[src/rtl/seg_pkg.sv]
// Shared definitions for the 7-segment code link: receiver FSM states and segment codes.
// Code bit 7 is dp, bits 6..0 are segments a..g.
package seg_pkg;

  typedef enum logic [1:0] {IDLE, DATA, STOP} rx_state_t;

  localparam logic [7:0] SEG_ZERO  = 8'h7E;
  localparam logic [7:0] SEG_ONE   = 8'h30;
  localparam logic [7:0] SEG_TWO   = 8'h6D;
  localparam logic [7:0] SEG_THREE = 8'h79;
  localparam logic [7:0] SEG_FOUR  = 8'h33;
  localparam logic [7:0] SEG_FIVE  = 8'h5B;
  localparam logic [7:0] SEG_SIX   = 8'h5F;
  localparam logic [7:0] SEG_SEVEN = 8'h70;
  localparam logic [7:0] SEG_EIGHT = 8'h7F;
  localparam logic [7:0] SEG_NINE  = 8'h7B;
  localparam logic [7:0] SEG_BLANK = 8'h00;
  localparam logic [7:0] SEG_HEX_A = 8'h77;
  localparam logic [7:0] SEG_HEX_B = 8'h1F;
  localparam logic [7:0] SEG_HEX_C = 8'h4E;
  localparam logic [7:0] SEG_HEX_D = 8'h3D;
  localparam logic [7:0] SEG_HEX_E = 8'h4F;
  localparam logic [7:0] SEG_HEX_F = 8'h47;

endpackage

[src/rtl/seg7_decode.sv]
// Segment pattern -> digit lookup, combinational, no backpressure.
// SEG_HEX_EN adds the A..F glyphs to the table; otherwise they miss like any unknown pattern.
module seg7_decode
  import seg_pkg::*;
(
  input  logic [6:0] code,
  output logic       hit,
  output logic       blank,
  output logic [3:0] digit
);

  always_comb begin
    hit   = 1'b1;
    blank = 1'b0;
    digit = 4'd0;
    // dp is not part of the glyph, so lookup compares with bit 7 forced low
    case ({1'b0, code})
      SEG_ZERO:  digit = 4'd0;
      SEG_ONE:   digit = 4'd1;
      SEG_TWO:   digit = 4'd2;
      SEG_THREE: digit = 4'd3;
      SEG_FOUR:  digit = 4'd4;
      SEG_FIVE:  digit = 4'd5;
      SEG_SIX:   digit = 4'd6;
      SEG_SEVEN: digit = 4'd7;
      SEG_EIGHT: digit = 4'd8;
      SEG_NINE:  digit = 4'd9;
      SEG_BLANK: blank = 1'b1;
`ifdef SEG_HEX_EN
      SEG_HEX_A: digit = 4'hA;
      SEG_HEX_B: digit = 4'hB;
      SEG_HEX_C: digit = 4'hC;
      SEG_HEX_D: digit = 4'hD;
      SEG_HEX_E: digit = 4'hE;
      SEG_HEX_F: digit = 4'hF;
`endif
      default:   hit   = 1'b0;
    endcase
  end

endmodule

[src/rtl/seg_code_rx.sv]
// Deserialises framed 8-bit segment codes (start 1, MSB first, stop 0) into a digit.
// Latency: results and pulses one cycle after the stop bit; no backpressure, bit_valid paces input.
// SEG_HEX_EN (in seg7_decode) extends the accepted glyphs with A..F.
module seg_code_rx
  import seg_pkg::*;
#(
  parameter int TIMEOUT   = 16,
  parameter int NBITS_CNT = 8
) (
  input  logic                 clk_2,
  input  logic                 reset_n,
  input  logic                 bit_in,
  input  logic                 bit_valid,
  output logic [3:0]           digit,
  output logic                 blank,
  output logic                 dp,
  output logic [7:0]           code_q,
  output logic                 digit_valid,
  output logic                 code_err,
  output logic                 frame_err,
  output logic [NBITS_CNT-1:0] frame_cnt
);

  localparam int TW = $clog2(TIMEOUT);
  localparam logic [TW-1:0] TMAX = TW'(TIMEOUT - 1);

  rx_state_t     state_q, state_d;
  logic [7:0]    shreg_q;
  logic [2:0]    bit_cnt_q;
  logic [TW-1:0] idle_cnt_q;

  logic shift_en, frame_done, stop_bad, tmo;
  logic dec_hit, dec_blank;
  logic [3:0] dec_digit;

  seg7_decode u_decode (
    .code  (shreg_q[6:0]),
    .hit   (dec_hit),
    .blank (dec_blank),
    .digit (dec_digit)
  );

  always_comb begin
    state_d    = state_q;
    shift_en   = 1'b0;
    frame_done = 1'b0;
    stop_bad   = 1'b0;
    tmo        = 1'b0;
    case (state_q)
      IDLE: begin
        if (bit_valid && bit_in) state_d = DATA;
      end
      DATA: begin
        if (bit_valid) begin
          shift_en = 1'b1;
          if (bit_cnt_q == 3'd7) state_d = STOP;
        end else if (idle_cnt_q == TMAX) begin
          tmo     = 1'b1;
          state_d = IDLE;
        end
      end
      STOP: begin
        if (bit_valid) begin
          if (bit_in) stop_bad   = 1'b1;
          else        frame_done = 1'b1;
          state_d = IDLE;
        end else if (idle_cnt_q == TMAX) begin
          tmo     = 1'b1;
          state_d = IDLE;
        end
      end
      default: state_d = IDLE;
    endcase
  end

  always_ff @(posedge clk_2) begin
    if (!reset_n) begin
      state_q     <= IDLE;
      shreg_q     <= 8'h00;
      bit_cnt_q   <= 3'd0;
      idle_cnt_q  <= '0;
      digit       <= 4'd0;
      blank       <= 1'b0;
      dp          <= 1'b0;
      code_q      <= 8'h00;
      digit_valid <= 1'b0;
      code_err    <= 1'b0;
      frame_err   <= 1'b0;
      frame_cnt   <= '0;
    end else begin
      state_q     <= state_d;
      digit_valid <= frame_done && dec_hit;
      code_err    <= frame_done && !dec_hit;
      frame_err   <= stop_bad || tmo;

      if (state_q == IDLE)  bit_cnt_q <= 3'd0;
      else if (shift_en)    bit_cnt_q <= bit_cnt_q + 3'd1;
      if (shift_en)         shreg_q   <= {shreg_q[6:0], bit_in};

      // Gap counter only runs inside a frame and restarts on every accepted bit
      if (state_q != IDLE && !bit_valid && !tmo) idle_cnt_q <= idle_cnt_q + 1'b1;
      else                                       idle_cnt_q <= '0;

      if (frame_done) begin
        code_q <= shreg_q;
        if (dec_hit) begin
          digit     <= dec_digit;
          blank     <= dec_blank;
          dp        <= shreg_q[7];
          frame_cnt <= frame_cnt + 1'b1;
        end
      end
    end
  end

endmodule

[config.mk]
export PLATFORM = sky130hd
export DESIGN_NAME = seg_code_rx
export DESIGN_NICKNAME = d
export VERILOG_FILES = /design/src/rtl/seg_pkg.sv /design/src/rtl/seg7_decode.sv /design/src/rtl/seg_code_rx.sv
export SDC_FILE = /design/constraint.sdc
export NUM_CORES = 1
export LEC_CHECK = 0
export CAP_MARGIN = 20
export CORE_MARGIN = 10
export CORE_UTILIZATION = 49
export DETAILED_ROUTE_END_ITERATION = 16
export GPL_TIMING_DRIVEN = 0
export HOLD_SLACK_MARGIN = 0.1
export PLACE_DENSITY_LB_ADDON = 0.3
export SETUP_SLACK_MARGIN = 0.02
export SYNTH_ARGS = -nofsm -noshare
export SYNTH_HDL_FRONTEND = slang
export SYNTH_SLANG_ARGS = --single-unit
[constraint.sdc]
create_clock -name clk_2 -period 1.7 [get_ports clk_2]
set_input_delay 0.51 -clock clk_2 [delete_from_list [all_inputs] [get_ports clk_2]]
set_output_delay 0.51 -clock clk_2 [all_outputs]
set_load 0.005 [all_outputs]
## Word level (Yosys, flattened, before mapping)

Cells that the tools add are included.

- Bits in registers: 42
- Bits in latches: 0
- Bits in writable memories: 0
- ROM bits: 0
- Output and inout bits: 25
- Word-level logic and storage cells: 70
- Memories kept: 0

- Add/subtract/negate cells: 3
- Multiply operators: 0
- Div/mod/pow operators: 0
- Magnitude comparators: 0
- Equality and inequality tests: 16
- Shift-type cells: 0
- Multiplexer cells: 20
- Bitwise operators: 1
- Reduce and logical (&&, ||, !) cells: 18

Operator list:

| operator | number |
|---|---|
| $eq 7x7->1 const B | 8 |
| $pmux 4 s9 | 1 |
| $eq 7x6->1 const B | 2 |
| $mux 1 | 13 |
| $reduce_or 11->1 | 1 |
| $mux 2 | 5 |
| $add 8x1->8 const B | 1 |
| $logic_not 7->1 | 1 |
| $pmux 2 s3 | 1 |
| $reduce_and 2->1 | 3 |
| $logic_and 1x1->1 | 5 |
| $add 4x1->4 const B | 1 |
| $eq 4x4->1 const B | 1 |
| $reduce_or 2->1 | 2 |
| $add 3x1->3 const B | 1 |
| $eq 3x3->1 const B | 1 |
| $logic_not 1->1 | 3 |
| $ne 3x3->1 const B | 1 |
| $eq 2x1->1 const B | 1 |
| $eq 2x2->1 const B | 1 |
| $logic_not 2->1 | 1 |
| $ne 2x2->1 const B | 1 |
| $reduce_bool 2->1 | 1 |
| $logic_or 1x1->1 | 1 |
| $not 1->1 | 1 |

## Logic depth before layout (Yosys ltp)

- Word-level depth: 7
- Gate-level depth with buffers: 7

## Modules after synthesis

From an unflattened synthesis, not the netlist that was laid out.

- Cells, all modules: 228
- Area, all modules: 1949.4 um^2

By module, submodules not included:

| module | instances | cells each | area each (um^2) |
|---|---|---|---|
| seg_code_rx | 1 | 196 | 1736.7 |
| seg7_decode | 1 | 32 | 212.7 |

## Least setup slack after synthesis

Ideal clock, no wire load.

- Kind: register to register
- From: register shreg_q[0]
- To: register frame_cnt[7]
- Library setup time: 0.072 ns
- Arrival time: 1.788 ns
- Slack: -0.160 ns
- Cell stages (with the launch flop): 7
- Buffers on the path: 1
- Period minus slack after synthesis: 1.860 ns
- Path through: dfxtp_1 > buf_6 > or4_4 > a21boi_4 > a211oi_4 > a2111oi_4 > mux2i_1

- Word-level cells in the longest chain between the ends: 4
- Elaborated cells on any way between the ends: 14
- Classes of those cells: 10 x eq/ne; 1 x mux; 3 x reduce/logical

RTL lines:

| what | RTL line | text |
|---|---|---|
| from (decl) | seg_code_rx.sv:28 | `logic [7:0] shreg_q;` |
| from (signal assigned) | seg_code_rx.sv:98 | `if (shift_en) shreg_q <= {shreg_q[6:0], bit_in};` |
| $eq 7x7->1 (tied with other cells) | seg7_decode.sv:17 | `case ({1'b0, code})` |
| $reduce_or 11->1 (no line) (*) | - |  |
| $mux 1 (*) | seg7_decode.sv:17 |  |
| $reduce_and 2->1 (no line) (*) | - |  |
| to (signal assigned) | seg_code_rx.sv:110 | `frame_cnt <= frame_cnt + 1'b1;` |
| to (decl) | seg_code_rx.sv:21 | `output logic [NBITS_CNT-1:0] frame_cnt` |

Mark *: on every way between the ends. The rest lies on a longest branch, timed or not.
A chain may end at the register's enable or synchronous reset.

## Worst setup path in the final report

- From: register shreg_q[4]
- To: register frame_cnt[5]

The elaborated chain is that of the path after synthesis.

==> metrics.md <==
| Metric | Value |
|---|---|
| Outcome | `finished, violations left` |
| Failing checks | `negative setup slack` |
| Post-placement cell count | `327` |
| Comb pwr share | `0.120` |
| Number of enable flip-flop cells after synthesis | `0` |
| CP cell instances | `or4_4, a21boi_4, a211oi_4, a2111oi_4, mux2i_1` |
| Most frequent cells in the layout | `nand2_1 (67), dfxtp_1 (29), a21boi_0 (16), dlymetal6s2s_1 (14), dfxtp_2 (13)` |
| Met1 WL | `2274 um` |
| Hold Path Stages | `1` |
| Initial antenna violation count | `0` |
| Per-cell routed wire length | `14.32 um` |
| Post-synthesis register bit count | `42` |
| Largest net degree at the start of global routing | `14` |
| Max Fclk | `541.7 MHz` |
| Met2 WL | `2280 um` |
| Multi-input logic area | `1264 um^2` |
| Clock-pin transition on the worst setup and hold timing paths | `80 ps` |
| Switching power total | `513.4 uW` |
| Clock Sink Count | `42` |
| Syn avg cell area | `8.552 um^2` |
| RSZ-0062 raised after global routing | `true` |
| Largest family of logic cells by synthesized area | `simple AND/OR/NAND/NOR gates` |
| Cells after synthesis | `249` |
| Number of max-cap violations | `0` |
| Crit end category | `flip-flop` |
| Worst Skew | `6.423 ps` |
| Reg2reg start | `shreg_q[4]` |
| Critical path type | `reg2reg` |
| Synth Net Count | `261` |
| Storage cell area | `857.1 um^2` |
| Drc violations | `0` |
| Arr. time, crit path | `2080 ps` |
| Number of CTS-inserted buffers | `5` |
| Top layer used by detailed routing | `met4` |
| Number of global-route vias before repair | `1,806` |
| Worst vdd ir | `0.5388 mV` |
| Post-synthesis sequential area ratio | `0.3948` |
| 1st-iter DRT viols | `114` |
| Area of the mapped netlist | `2130 um^2` |
| Worst setup startpoint | `shreg_q[4]` |
| Worst-Skew Late Latency | `300 ps` |
| Drt pass-1 iters | `4` |
| CP peak stage delay | `520 ps` |
| Sw Share | `0.2507` |
| Commonest non-fill, non-tap cell in the layout | `nand2_1` |
| Antenna Cells | `0` |
| PD cells | `705.1 nW/um^2` |
| Tot GR Track Use | `0.1391` |
| Overall die area | `7383 um^2` |
| Ys Warns | `0` |
| Hold slack | `447.8 ps` |
| DRT Wirelength | `4984 um` |
| Met3 wire len | `340 um` |
| Filler Cell Count | `305` |
| Reg power frac | `0.494` |
| First-pass GRT wire length | `8549 um` |
| Die Width | `85.93 um` |
| Final Non-Filler Cells | `348` |
| Post-synthesis simple-gate area fraction | `0.2591` |
| Worst path required time | `1940 ps` |
| Post-DP HPWL | `3270 um` |
| Clock Tree Root | `clkbuf_8` |
| Initial Utilization | `0.5175` |
| Die Height | `85.93 um` |
| Total grt overflow | `0` |
| Ys flop type | `dfxtp_1` |
| Min-Delay Path Class | `reg2reg` |
| Slew HR | `0.6035` |
| GP Congestion | `0.7884` |
| PortBufs | `28` |
| Nets@finish | `309` |
| Clock power frac | `0.386` |
| Post-synthesis xor/xnor area fraction | `0.01234` |
| Fraction of synthesized area in multiplexers | `0.05170` |
| Via-to-Cell Ratio | `5.351` |
| Max Slew Vio Count | `0` |
| Startpoint Class | `flip-flop` |
| Antenna viol nets, final | `0` |
| Row count | `23` |
| Int Pwr | `1.534 mW` |
| Complex-gate fraction of the synthesized area | `0.1880` |
| Async SR Flop Fraction | `0` |
| FF-to-FF path depth | `5` |
| Worst-margin pin slew | `592.8 ps` |
| Highest fanout seen on the critical path | `10` |
| Clock Path Buffers | `2` |
| Tmin final | `1846 ps` |
| Core Region | `4115 um^2` |
| Setup violators final | `17` |
| CTS tree | `built` |
| Top-Level Pins | `29` |
| Crit-path slowest cell | `or4_4` |
| Final hold violation count | `0` |
| Share of cells above drive strength 1 | `0.2248` |
| Synth Area in Adders | `0.04700` |
| Routed vias | `1,862` |
| Fin worst setup slack | `-146.1 ps` |
| Layout area overhead | `36.37%` |
| Final Cycle Share | `1.086` |
| Worst Hold Launch | `idle_cnt_q[0]` |
| CTS H-tree lvls | `2` |
| Static leakage | `1.263 nW` |
| Post-synthesis cell type count | `45` |
==> final timing paths <==
| path | end | slack (ps) |
|---|---|---|
| worst max-delay path | frame_cnt[5] | -150 |
| worst min register to register | idle_cnt_q[0] | 450 |
| worst min-delay path | idle_cnt_q[0] | 450 |
| worst max register to register | frame_cnt[5] | -150 |
==> cells by family (layout without fill, tap and decap cells) <==
| logic type | after synthesis | count (layout) |
|---|---|---|
| buf+inv | 23 | 72 |
| fa+ha+maj | 8 | 8 |
| xor+xnor | 3 | 3 |
| mux | 11 | 11 |
| flops | 42 | 42 |
| simple gates | 118 | 118 |
| compound gates | 44 | 44 |
==> synth_stat cells (2+ instances only) <==
| master | count | area [um^2] |
|---|---|---|
| a2111oi_4 | 2 | 55.05 |
| a21boi_0 | 17 | 127.6 |
| a21oi_1 | 5 | 25.02 |
| a32oi_1 | 2 | 17.52 |
| and2_1 | 4 | 25.02 |
| buf_2 | 4 | 20.02 |
| clkbuf_1 | 11 | 41.29 |
| dfxtp_1 | 42 | 840.8 |
| ha_1 | 8 | 100.1 |
| inv_1 | 6 | 22.52 |
| mux2i_1 | 11 | 110.1 |
| nand2_1 | 68 | 255.2 |
| nand2b_1 | 7 | 43.79 |
| nand3_1 | 5 | 25.02 |
| nand3b_1 | 3 | 22.52 |
| nand4_1 | 6 | 37.54 |
| nor2_1 | 12 | 45.04 |
| nor2b_1 | 3 | 18.77 |
| nor3_1 | 2 | 10.01 |
| o211ai_1 | 2 | 15.01 |
| o21ai_0 | 4 | 20.02 |
| xnor2_1 | 2 | 17.52 |
==> critical path, delay by kind of cell, from the launching register on <==
family | cells | cell delay [ps]
AO/OA/AOI/OAI | 3 | 640
AND/OR/NAND/NOR | 1 | 520
flip-flops | 1 | 390
multiplexers | 1 | 220
==> stage by stage <==
stage,cell area [um^2],TNS (ps),setup slack [ps],power (mW),util
floorplan,2172,-389.8,-57.96,1.192,-
global placement,2515,-16530,-652.3,1.243,0.6111
detailed placement,2515,-17210,-672.1,1.246,0.6111
CTS,2814,-1132,-135.1,2.048,0.6838
global route,2904,-2455,-194.7,2.131,0.7057
finish,2904,-1254,-146.1,2.048,0.7057
==> registers in the layout, indices dropped and copies added (netlist names) <==
register	flops
dp	1
digit	4
code_err	1
blank	1
bit_cnt_q	3
code_q	8
idle_cnt_q	4
shreg_q	8
frame_err	1
frame_cnt	8
state_q	2
digit_valid	1
==> layer usage <==
metal / vias up / GRT usage
li1: 948 / -
met1: 858 / 0.1635
met2: 48 / 0.2177
met3: 8 / 0.05487
met4: 0 / 0.06138
met5: - / 0
==> area by class of cell <==
| type | count | area share |
|---|---|---|
| Tap cell | 50 | 0.02154 |
| Timing Repair Buffer | 42 | 0.1538 |
| Clock inverter | 3 | 0.01379 |
| Clock buffer | 5 | 0.02370 |
| Sequential cell | 42 | 0.2951 |
| Multi-Input combinational cell | 184 | 0.4352 |
| Buffer | 16 | 0.04912 |
| Inverter | 6 | 0.007755 |
==> power by group through the flow <==
stage	logic (mW)	registers, mW	clock network (mW)
2_1_floorplan	0.160	1.03	0
3_3_place_gp	0.210	1.03	0
3_5_place_dp	0.211	1.03	0
4_1_cts	0.236	1.01	0.801
5_1_grt	0.269	1.01	0.848
6_report	0.245	1.01	0.791
==> repair_timing <==
action	CTS	global route
pin swaps	4	4
endpoints found under the setup margin	46	40
resized for setup	36	25
buffers inserted	12	2
hold buffers	0	0
Power figures use the tool's default switching activity.
